**src/rtl/life_pkg.sv**
```systemverilog
// ---------------------------------------------------------------------------
// life_pkg
//   Shared types and constants for the Game-of-Life generation controller.
//
//   Contents:
//     GRID_W     - number of cells in the grid (8x8 = 64)
//     GRID_DIM   - grid edge length
//     GEN_CNT_W  - width of the committed-generation counter
//     PERIOD_W   - width of the WAIT-phase period counter (GEN_PERIOD <= 65535)
//     state_t    - controller state encoding (3-bit)
//     sat_inc()  - saturating increment for the generation counter
// ---------------------------------------------------------------------------
package life_pkg;

    localparam int GRID_DIM  = 8;
    localparam int GRID_W    = GRID_DIM * GRID_DIM;
    localparam int GEN_CNT_W = 16;
    localparam int PERIOD_W  = 16;

    typedef enum logic [2:0] {
        ST_IDLE = 3'd0,
        ST_WAIT = 3'd1,
        ST_REQ  = 3'd2,
        ST_BUSY = 3'd3,
        ST_HALT = 3'd4
    } state_t;

    // Generation counter sticks at all-ones rather than wrapping to zero,
    // so a long-running board never appears freshly loaded.
    function automatic logic [GEN_CNT_W-1:0] sat_inc(input logic [GEN_CNT_W-1:0] v);
        return (v == '1) ? v : v + GEN_CNT_W'(1);
    endfunction

endpackage

```
**src/rtl/life_period_counter.sv**
```systemverilog
// ---------------------------------------------------------------------------
// life_period_counter
//   Loadable down-counter that paces the WAIT phase between generations.
//   It stops at zero instead of wrapping, so a controller that lingers in
//   WAIT with the count already exhausted still sees zero asserted.
//
//   Ports:
//     clk         in   clock, rising edge
//     reset_n     in   asynchronous active-low reset (count -> 0)
//     load        in   load load_value this cycle (has priority over dec)
//     load_value  in   W  value to load
//     dec         in   decrement by one when non-zero
//     zero        out  count is zero
// ---------------------------------------------------------------------------
module life_period_counter
    import life_pkg::*;
#(
    parameter int W = PERIOD_W
) (
    input  logic         clk,
    input  logic         reset_n,
    input  logic         load,
    input  logic [W-1:0] load_value,
    input  logic         dec,
    output logic         zero
);

    logic [W-1:0] count;

    // NOTE: sequential state is written with non-blocking assignments so every
    // register samples its inputs from before the edge, independent of
    // statement order or of other always_ff blocks reading it.
    always_ff @(posedge clk or negedge reset_n) begin
        if (!reset_n) begin
            count <= '0;
        end else if (load) begin
            count <= load_value;
        end else if (dec && (count != '0)) begin
            count <= count - W'(1);
        end
    end

    assign zero = (count == '0);

endmodule

```
**src/rtl/life_controller.sv**
```systemverilog
// ---------------------------------------------------------------------------
// life_controller
//   Sequencer for an 8x8 Game-of-Life engine. Holds the current grid, paces
//   generation requests to an external datapath, commits the evolved grid
//   when the datapath reports completion, and counts committed generations.
//
//   Build option:
//     LIFE_STABLE_DETECT_EN - when defined, a generation whose result equals
//                             the previous grid (still life) or is empty
//                             parks the controller in HALT and raises stable.
//                             When undefined there is no compare logic, HALT
//                             is unreachable and stable is tied low.
//
//   Parameters:
//     GEN_PERIOD  cycles spent in WAIT before each request (1..65535)
//
//   Ports:
//     clk        in   clock, rising edge
//     reset_n    in   asynchronous active-low reset
//     on         in   level: free-run generations while high
//     step       in   pulse: single generation from IDLE/HALT while on=0
//     load       in   pulse: capture seed, clear gen_count, return to IDLE
//     seed       in   64  initial grid, bit row*8+col
//     dp_start   out  one-cycle request to evolve cur_grid
//     cur_grid   out  64  registered current grid (datapath operand)
//     dp_done    in   datapath result valid
//     dp_grid    in   64  evolved grid, sampled only with dp_done in BUSY
//     display    out  64  copy of cur_grid
//     gen_count  out  16  generations committed since load/reset
//     stable     out  controller is parked in HALT
//     busy       out  a generation is in flight (REQ or BUSY)
// ---------------------------------------------------------------------------
module life_controller
    import life_pkg::*;
#(
    parameter int GEN_PERIOD = 4
) (
    input  logic                 clk,
    input  logic                 reset_n,
    input  logic                 on,
    input  logic                 step,
    input  logic                 load,
    input  logic [GRID_W-1:0]    seed,
    output logic                 dp_start,
    output logic [GRID_W-1:0]    cur_grid,
    input  logic                 dp_done,
    input  logic [GRID_W-1:0]    dp_grid,
    output logic [GRID_W-1:0]    display,
    output logic [GEN_CNT_W-1:0] gen_count,
    output logic                 stable,
    output logic                 busy
);

    // WAIT lasts GEN_PERIOD cycles: the counter is loaded with GEN_PERIOD-1
    // on entry and REQ follows the cycle in which it reads zero.
    localparam logic [PERIOD_W-1:0] PERIOD_M1 = PERIOD_W'(GEN_PERIOD - 1);

    state_t state;
    state_t state_nxt;

    logic cnt_load;
    logic cnt_dec;
    logic cnt_zero;
    logic stop_cond;
    logic commit;

    // -----------------------------------------------------------------------
    // Period counter
    // -----------------------------------------------------------------------
    assign cnt_dec = (state == ST_WAIT);

    life_period_counter #(
        .W (PERIOD_W)
    ) u_period (
        .clk        (clk),
        .reset_n    (reset_n),
        .load       (cnt_load),
        .load_value (PERIOD_M1),
        .dec        (cnt_dec),
        .zero       (cnt_zero)
    );

    // -----------------------------------------------------------------------
    // Stop condition, judged against the grid the datapath was given.
    // -----------------------------------------------------------------------
`ifdef LIFE_STABLE_DETECT_EN
    assign stop_cond = (dp_grid == cur_grid) || (dp_grid == '0);
`else
    assign stop_cond = 1'b0;
`endif

    // A result is taken only in BUSY; a load in the same cycle wins, and any
    // dp_done seen in another state (late after load/reset) is dropped.
    assign commit = (state == ST_BUSY) && dp_done && !load;

    // -----------------------------------------------------------------------
    // FSM: state register
    // -----------------------------------------------------------------------
    always_ff @(posedge clk or negedge reset_n) begin
        if (!reset_n) begin
            state <= ST_IDLE;
        end else begin
            state <= state_nxt;
        end
    end

    // -----------------------------------------------------------------------
    // FSM: next state (also decides when the period counter reloads)
    // -----------------------------------------------------------------------
    always_comb begin
        // NOTE: every signal assigned in this block gets a default first, so no
        // path through the case leaves it unassigned and no latch is inferred.
        state_nxt = state;
        cnt_load  = 1'b0;

        if (load) begin
            state_nxt = ST_IDLE;
        end else begin
            case (state)
                ST_IDLE: begin
                    if (on) begin
                        state_nxt = ST_WAIT;
                        cnt_load  = 1'b1;
                    end else if (step) begin
                        state_nxt = ST_REQ;
                    end
                end
                ST_WAIT: begin
                    // Dropping on abandons the wait even on its last cycle.
                    if (!on) begin
                        state_nxt = ST_IDLE;
                    end else if (cnt_zero) begin
                        state_nxt = ST_REQ;
                    end
                end
                ST_REQ: begin
                    state_nxt = ST_BUSY;
                end
                ST_BUSY: begin
                    // An in-flight generation always completes; on is only
                    // consulted once the result is in hand.
                    if (dp_done) begin
                        if (stop_cond) begin
                            state_nxt = ST_HALT;
                        end else if (on) begin
                            state_nxt = ST_WAIT;
                            cnt_load  = 1'b1;
                        end else begin
                            state_nxt = ST_IDLE;
                        end
                    end
                end
                ST_HALT: begin
                    if (step && !on) begin
                        state_nxt = ST_REQ;
                    end
                end
                default: begin
                    state_nxt = ST_IDLE;
                end
            endcase
        end
    end

    // -----------------------------------------------------------------------
    // FSM: outputs (decoded from the registered state only)
    // -----------------------------------------------------------------------
    always_comb begin
        dp_start = 1'b0;
        busy     = 1'b0;
        stable   = 1'b0;
        case (state)
            ST_REQ: begin
                dp_start = 1'b1;
                busy     = 1'b1;
            end
            ST_BUSY: begin
                busy = 1'b1;
            end
            ST_HALT: begin
`ifdef LIFE_STABLE_DETECT_EN
                stable = 1'b1;
`else
                stable = 1'b0;
`endif
            end
            default: begin
                dp_start = 1'b0;
            end
        endcase
    end

    // -----------------------------------------------------------------------
    // Grid register and generation counter
    // -----------------------------------------------------------------------
    always_ff @(posedge clk or negedge reset_n) begin
        if (!reset_n) begin
            cur_grid  <= '0;
            gen_count <= '0;
        end else if (load) begin
            cur_grid  <= seed;
            gen_count <= '0;
        end else if (commit) begin
            cur_grid  <= dp_grid;
            gen_count <= sat_inc(gen_count);
        end
    end

    assign display = cur_grid;

endmodule

```
**config.mk**
```make
export PLATFORM = sky130hd
export DESIGN_NAME = life_controller
export DESIGN_NICKNAME = d
export VERILOG_FILES = /design/src/rtl/life_pkg.sv /design/src/rtl/life_period_counter.sv /design/src/rtl/life_controller.sv
export SDC_FILE = /design/constraint.sdc
export NUM_CORES = 1
export LEC_CHECK = 0
export BUFFER_PORTS_ARGS = -buffer_cell sky130_fd_sc_hd__buf_2
export CAP_MARGIN = 25
export CORE_MARGIN = 5
export CORE_UTILIZATION = 49
export DETAILED_ROUTE_END_ITERATION = 7
export HOLD_SLACK_MARGIN = 0.15
export PLACE_DENSITY = 0.86
export SYNTH_ARGS = -nofsm -noshare
export SYNTH_HDL_FRONTEND = slang
export SYNTH_SLANG_ARGS = --single-unit
export TNS_END_PERCENT = 100
```
**constraint.sdc**
```tcl
create_clock -name clk -period 6.5 [get_ports clk]
set_input_delay 1.95 -clock clk [delete_from_list [all_inputs] [get_ports clk]]
set_output_delay 1.95 -clock clk [all_outputs]
set_load 0.03 [all_outputs]
```
# --- Yosys cells after proc, flatten, opt, wreduce, memory -nomap -nowiden ---
# Cells that the tools add are included.
# Widths: inputs -> output; s select.
classes:
  add_sub_neg: 2
  eq_ne: 10
  mux: 22
  n_reduce_logical: 14
op_table:
  columns: ["cell", "n"]
  rows:
  - ["$mux 64", 2]
  - ["$mux 16", 5]
  - ["$mux 3", 7]
  - ["$add 16x1->16 const B", 1]
  - ["$eq 16x16->1 const B", 1]
  - ["$logic_not 16->1", 1]
  - ["$reduce_bool 16->1", 1]
  - ["$sub 16x1->16 const B", 1]
  - ["$pmux 3 s5", 1]
  - ["$ne 4x4->1 const B", 2]
  - ["$eq 3x2->1 const B", 2]
  - ["$mux 1", 6]
  - ["$ne 3x3->1 const B", 2]
  - ["$logic_and 1x1->1", 4]
  - ["$reduce_and 4->1", 1]
  - ["$reduce_bool 2->1", 2]
  - ["$eq 3x1->1 const B", 1]
  - ["$eq 3x3->1 const B", 1]
  - ["$logic_not 3->1", 1]
  - ["$logic_not 1->1", 2]
  - ["$ne 2x2->1 const B", 1]
  - ["$pmux 1 s2", 1]
  - ["$reduce_and 2->1", 1]
  - ["$reduce_or 2->1", 1]
totals:
  regBits: 99
  wordCells: 52
  output_inout_bits: 147

# --- Logic depth before layout (Yosys ltp) ---
depth:
  depth_word: 5
  ltp_mapped: 8
  ltp_nobuf: 7

# --- By module ---
# From an unflattened synthesis, not the netlist that was laid out.
unflattened:
  hier_cells: 590
  area_unflattened_um2: 5600.4
by_module_without_submodules:
  columns: ["mod", "seq_area_each_um2", "area_per_inst_um2", "n_inst", "cells_each"]
  rows:
  - ["life_controller", 2052.0, 4545.6, 1, 466]
  - ["life_period_counter", 400.4, 1054.8, 1, 124]

# --- Least setup slack after synthesis ---
# Ideal clock, no wire load.
synth_path:
  path_type: "input -> register"
  from: "input dp_done"
  to: "register cur_grid[0]"
  required_ns: 6.367
  cell_stages: 5
  slack_ns: 3.349
  n_path_buf: 2
  t_arrival_ns: 3.018
  cell_sequence: "nand2_1 -> buf_2 -> buf_1 -> mux2i_1 -> o21ai_0"
synth_between:
  elab_chain_len: 3
synth_rtl:
  columns: ["element", "line_no", "text"]
  rows:
  - ["start: declaration", "life_controller.sv:46", "input logic dp_done,"]
  - ["$logic_and 1x1->1 (2 in series)", "life_controller.sv:94", "assign commit = (state == ST_BUSY) && dp_done && !load;"]
  - ["$reduce_bool 2->1 (no source line)", null, null]
  - ["end signal: assignment", "life_controller.sv:204", "cur_grid <= dp_grid;"]
  - ["end: declaration", "life_controller.sv:45", "output logic [GRID_W-1:0] cur_grid,"]
# No other way between the ends.
# A chain may end at the register's enable or synchronous reset.

# --- Worst setup path after layout ---
layout_path:
  from: "input load"
  to: "register u_period.count[1]"
layout_between:
  elab_chain_len: 2
layout_rtl:
  columns: ["element", "line_no", "text"]
  rows:
  - ["start: declaration", "life_controller.sv:42", "input logic load,"]
  - ["$mux 1 (*)", "life_controller.sv:116", "if (load) begin"]
  - ["$mux 16 or $reduce_bool 2->1 (tied branches)", null, null]
  - ["end signal: assignment", "life_period_counter.sv:37", "count <= load_value;"]
  - ["end signal: assignment", "life_period_counter.sv:39", "count <= count - W'(1);"]
  - ["end: declaration", "life_period_counter.sv:28", "logic [W-1:0] count;"]
# Every way passes the cells marked *; elsewhere a longest branch is shown, timed or not.

==> impl_metrics.env <==
export IMPL_gr_total_overflow=0
export IMPL_die_area_sq_mm=0.01301
export IMPL_run_status="completed"
export IMPL_finalSetupTns_ns=0
export IMPL_die_y_um=114.1
export IMPL_ys_async_sr_fraction_pct=100.0
export IMPL_min_path_type="flop to flop"
export IMPL_grt_use_total_pct=21.00
export IMPL_dpl_cell_area_sq_mm=0.006331
export IMPL_wl_per_cell_um=15.88
export IMPL_hold_buffers=0
export IMPL_io_pins=281
export IMPL_critical_path_max_stage_delay_ns=0.68
export IMPL_antenna_found_initial=0
export IMPL_cts_sinks=98
export IMPL_crit_top_cell="buf_4"
export IMPL_layout_commonest_cell="buf_2"
export IMPL_netlist_instances=555
export IMPL_post_place_ws_ns=2.571
export IMPL_hpwl_mm=11.05
export IMPL_yosys_most_used_dff="dfrtp_1"
export IMPL_first_pass_iters=5
export IMPL_finalMaxSlewViolations=0
export IMPL_multiInputGateArea_sq_mm=0.002226
export IMPL_num_rows=38
export IMPL_setup_ws_ns=2.940
export IMPL_clock_skew_ns=0.01213
export IMPL_cts_resized=0
export IMPL_vias=4584
export IMPL_fin_crit_sh_pct=54.77
export IMPL_fin_crit_ns=3.560
export IMPL_cp_start_kind="input port"
export IMPL_avgSynthCellArea_sq_um=9.559
export IMPL_core_sq_mm=0.01075
export IMPL_cts_clk_slew_worst_paths_ns=0.09
export IMPL_yosys_warnings=0
export IMPL_cts_root_buf="clkbuf_8"
export IMPL_layout_common_cells="buf_2 (277), dfrtp_1 (98), o21ai_0 (72), nand2_1 (71), mux2i_1 (65)"
export IMPL_grt_max_degree=92
export IMPL_peakVddDrop_mv=0.1641
export IMPL_leakage_nw=3.829
export IMPL_nNetsFinal=896
export IMPL_cts_tree="yes"
export IMPL_numCtsBuffers=9
export IMPL_drt_wl_total_mm=14.29
export IMPL_yosysSeqAreaShare_pct=46.23
export IMPL_regArea_sq_mm=0.002452
export IMPL_maxCapViolCount=0
export IMPL_path_cells="buf_4, buf_4, nor2_1, o211a_1, o21bai_1"
export IMPL_place_congestion=0.8650
export IMPL_fmax_mhz=280.9
export IMPL_cp_arrival_ns=3.81
export IMPL_path_max_fanout=91
export IMPL_clock_path_buffers=2
export IMPL_cp_slowest_cell="buf_4"
export IMPL_worst_slew_pin_slew_ns=0.7205
export IMPL_synth_distinct_cells=43
export IMPL_cts_max_level=3
export IMPL_power_mw=2.017
export IMPL_synth_edff_count=0
export IMPL_fillCellCount=908
export IMPL_start_util_pct=49.37
export IMPL_drc=0
export IMPL_vias_per_cell=5.093
export IMPL_synth_seq_cells=98
export IMPL_power_density_mw_per_mm2=307.1
export IMPL_setup_viol=0
export IMPL_synth_area_sq_mm=0.005305
export IMPL_die_w_um=114.1
export IMPL_postLayoutCellArea_sq_mm=0.006569
export IMPL_grt_pass1_wl_mm=21.67
export IMPL_worstSkewPairLatency_ns=0.36
export IMPL_worstSetupPathType="input port to flop"
export IMPL_synthesis_nets=695
export IMPL_hold_viol=0
export IMPL_area_growth_pct=23.82
export IMPL_cp_end_kind="flop"
export IMPL_cts_setup_buffers=0
export IMPL_postRouteAntennaNets=0
export IMPL_relSlewSlack_pct=51.97
export IMPL_cp_required_ns=6.75
export IMPL_drt_initial_drc_count=332
export IMPL_first_global_vias=4145
export IMPL_diodes=0
export IMPL_final_layout_size_suffix_gt1_share_pct=40.00
export IMPL_grt_setup_unrepaired="false"
export IMPL_io_buffers=279
cells in the mapped netlist (all sizes together) (2+ instances only):
master / count / area [sq um]
a21oi: 11 / 55.05
a31oi: 2 / 12.51
xor2: 19 / 166.4
nand4: 4 / 25.02
nand3: 8 / 40.04
or2: 3 / 21.28
nand2: 72 / 270.3
buf: 75 / 536.8
and3: 5 / 31.28
clkbuf: 17 / 63.81
o211ai: 3 / 22.52
o2111ai: 4 / 35.03
mux2i: 65 / 650.6
o21ai: 72 / 360.4
o21bai: 3 / 22.52
and4: 2 / 17.52
ha: 6 / 75.07
inv: 9 / 33.78
xnor2: 4 / 35.03
nor4: 6 / 37.54
or3: 4 / 27.52
and2: 2 / 12.51
nor2: 39 / 146.4
nor3: 8 / 40.04
dfrtp: 98 / 2452
or4: 3 / 22.52
metrics by stage:
step / util, % / std cells / hold WS, ns
5_1_grt: 61.13 / 900 / 0.5992
6_report: 61.13 / 900 / 0.5573
3_3_place_gp: 58.66 / 884 / 0.5136
3_5_place_dp: 58.92 / 885 / 0.5292
2_1_floorplan: - / 555 / 0.4943
4_1_cts: 61.13 / 900 / 0.5618
layer usage:
metal / GRT usage, % / wire length [um]
met5: 0 / 0
met4: 6.176 / 259
met3: 4.440 / 1012
met2: 34.70 / 7320
met1: 27.96 / 5701
critical path: cells and delay by family:
| family | cells | cell delay (ns) |
|---|---|---|
| buf+inv | 2 | 1.10 |
| compound gates | 2 | 0.58 |
| simple gates | 1 | 0.09 |
state kept, by name, summed over array words and instances, names as in the netlist:
register	flops
cur_grid	64
gen_count	16
u_period.count	16
state	2
power breakdown:
group          internal (mW)  leakage, nW  total, mW  switching, mW
Sequential             0.701         1.24      0.788         0.0862
Combinational          0.261         2.48      0.758          0.497
Clock                  0.255        0.112      0.472          0.217
cell families after synthesis:
kind of cell	share of synthesized area, %
multiplexers	12.48
AO/OA/AOI/OAI	10.07
flip-flops	46.23
buffers and inverters	11.96
adder cells (fa/ha/maj)	1.415
other	0.07069
XOR/XNOR	3.797
AND/OR/NAND/NOR	13.99
worst paths after layout:
check / start / to / slack [ns] / cells after the start
setup / recovery: load / u_period.count[1] / 2.94 / 5
hold / removal: u_period.count[6] / u_period.count[6] / 0.56 / 2
setup reg to reg: state[1] / u_period.count[13] / 4.18 / 7
hold reg to reg: u_period.count[6] / u_period.count[6] / 0.56 / 2
max in group asynchronous: reset_n / u_period.count[13] / 3.80 / 2
min in group asynchronous: reset_n / cur_grid[37] / 1.59 / 1
area by class of cell:
| class | count | share of cell area (%) |
|---|---|---|
| Clock buffer | 9 | 1.886 |
| Tap cell | 140 | 2.667 |
| Multi-Input combinational cell | 356 | 33.89 |
| Timing Repair Buffer | 282 | 21.98 |
| Inverter | 9 | 0.5143 |
| Sequential cell | 98 | 37.33 |
| Clock inverter | 6 | 1.733 |
Power figures use the tool's default switching activity.
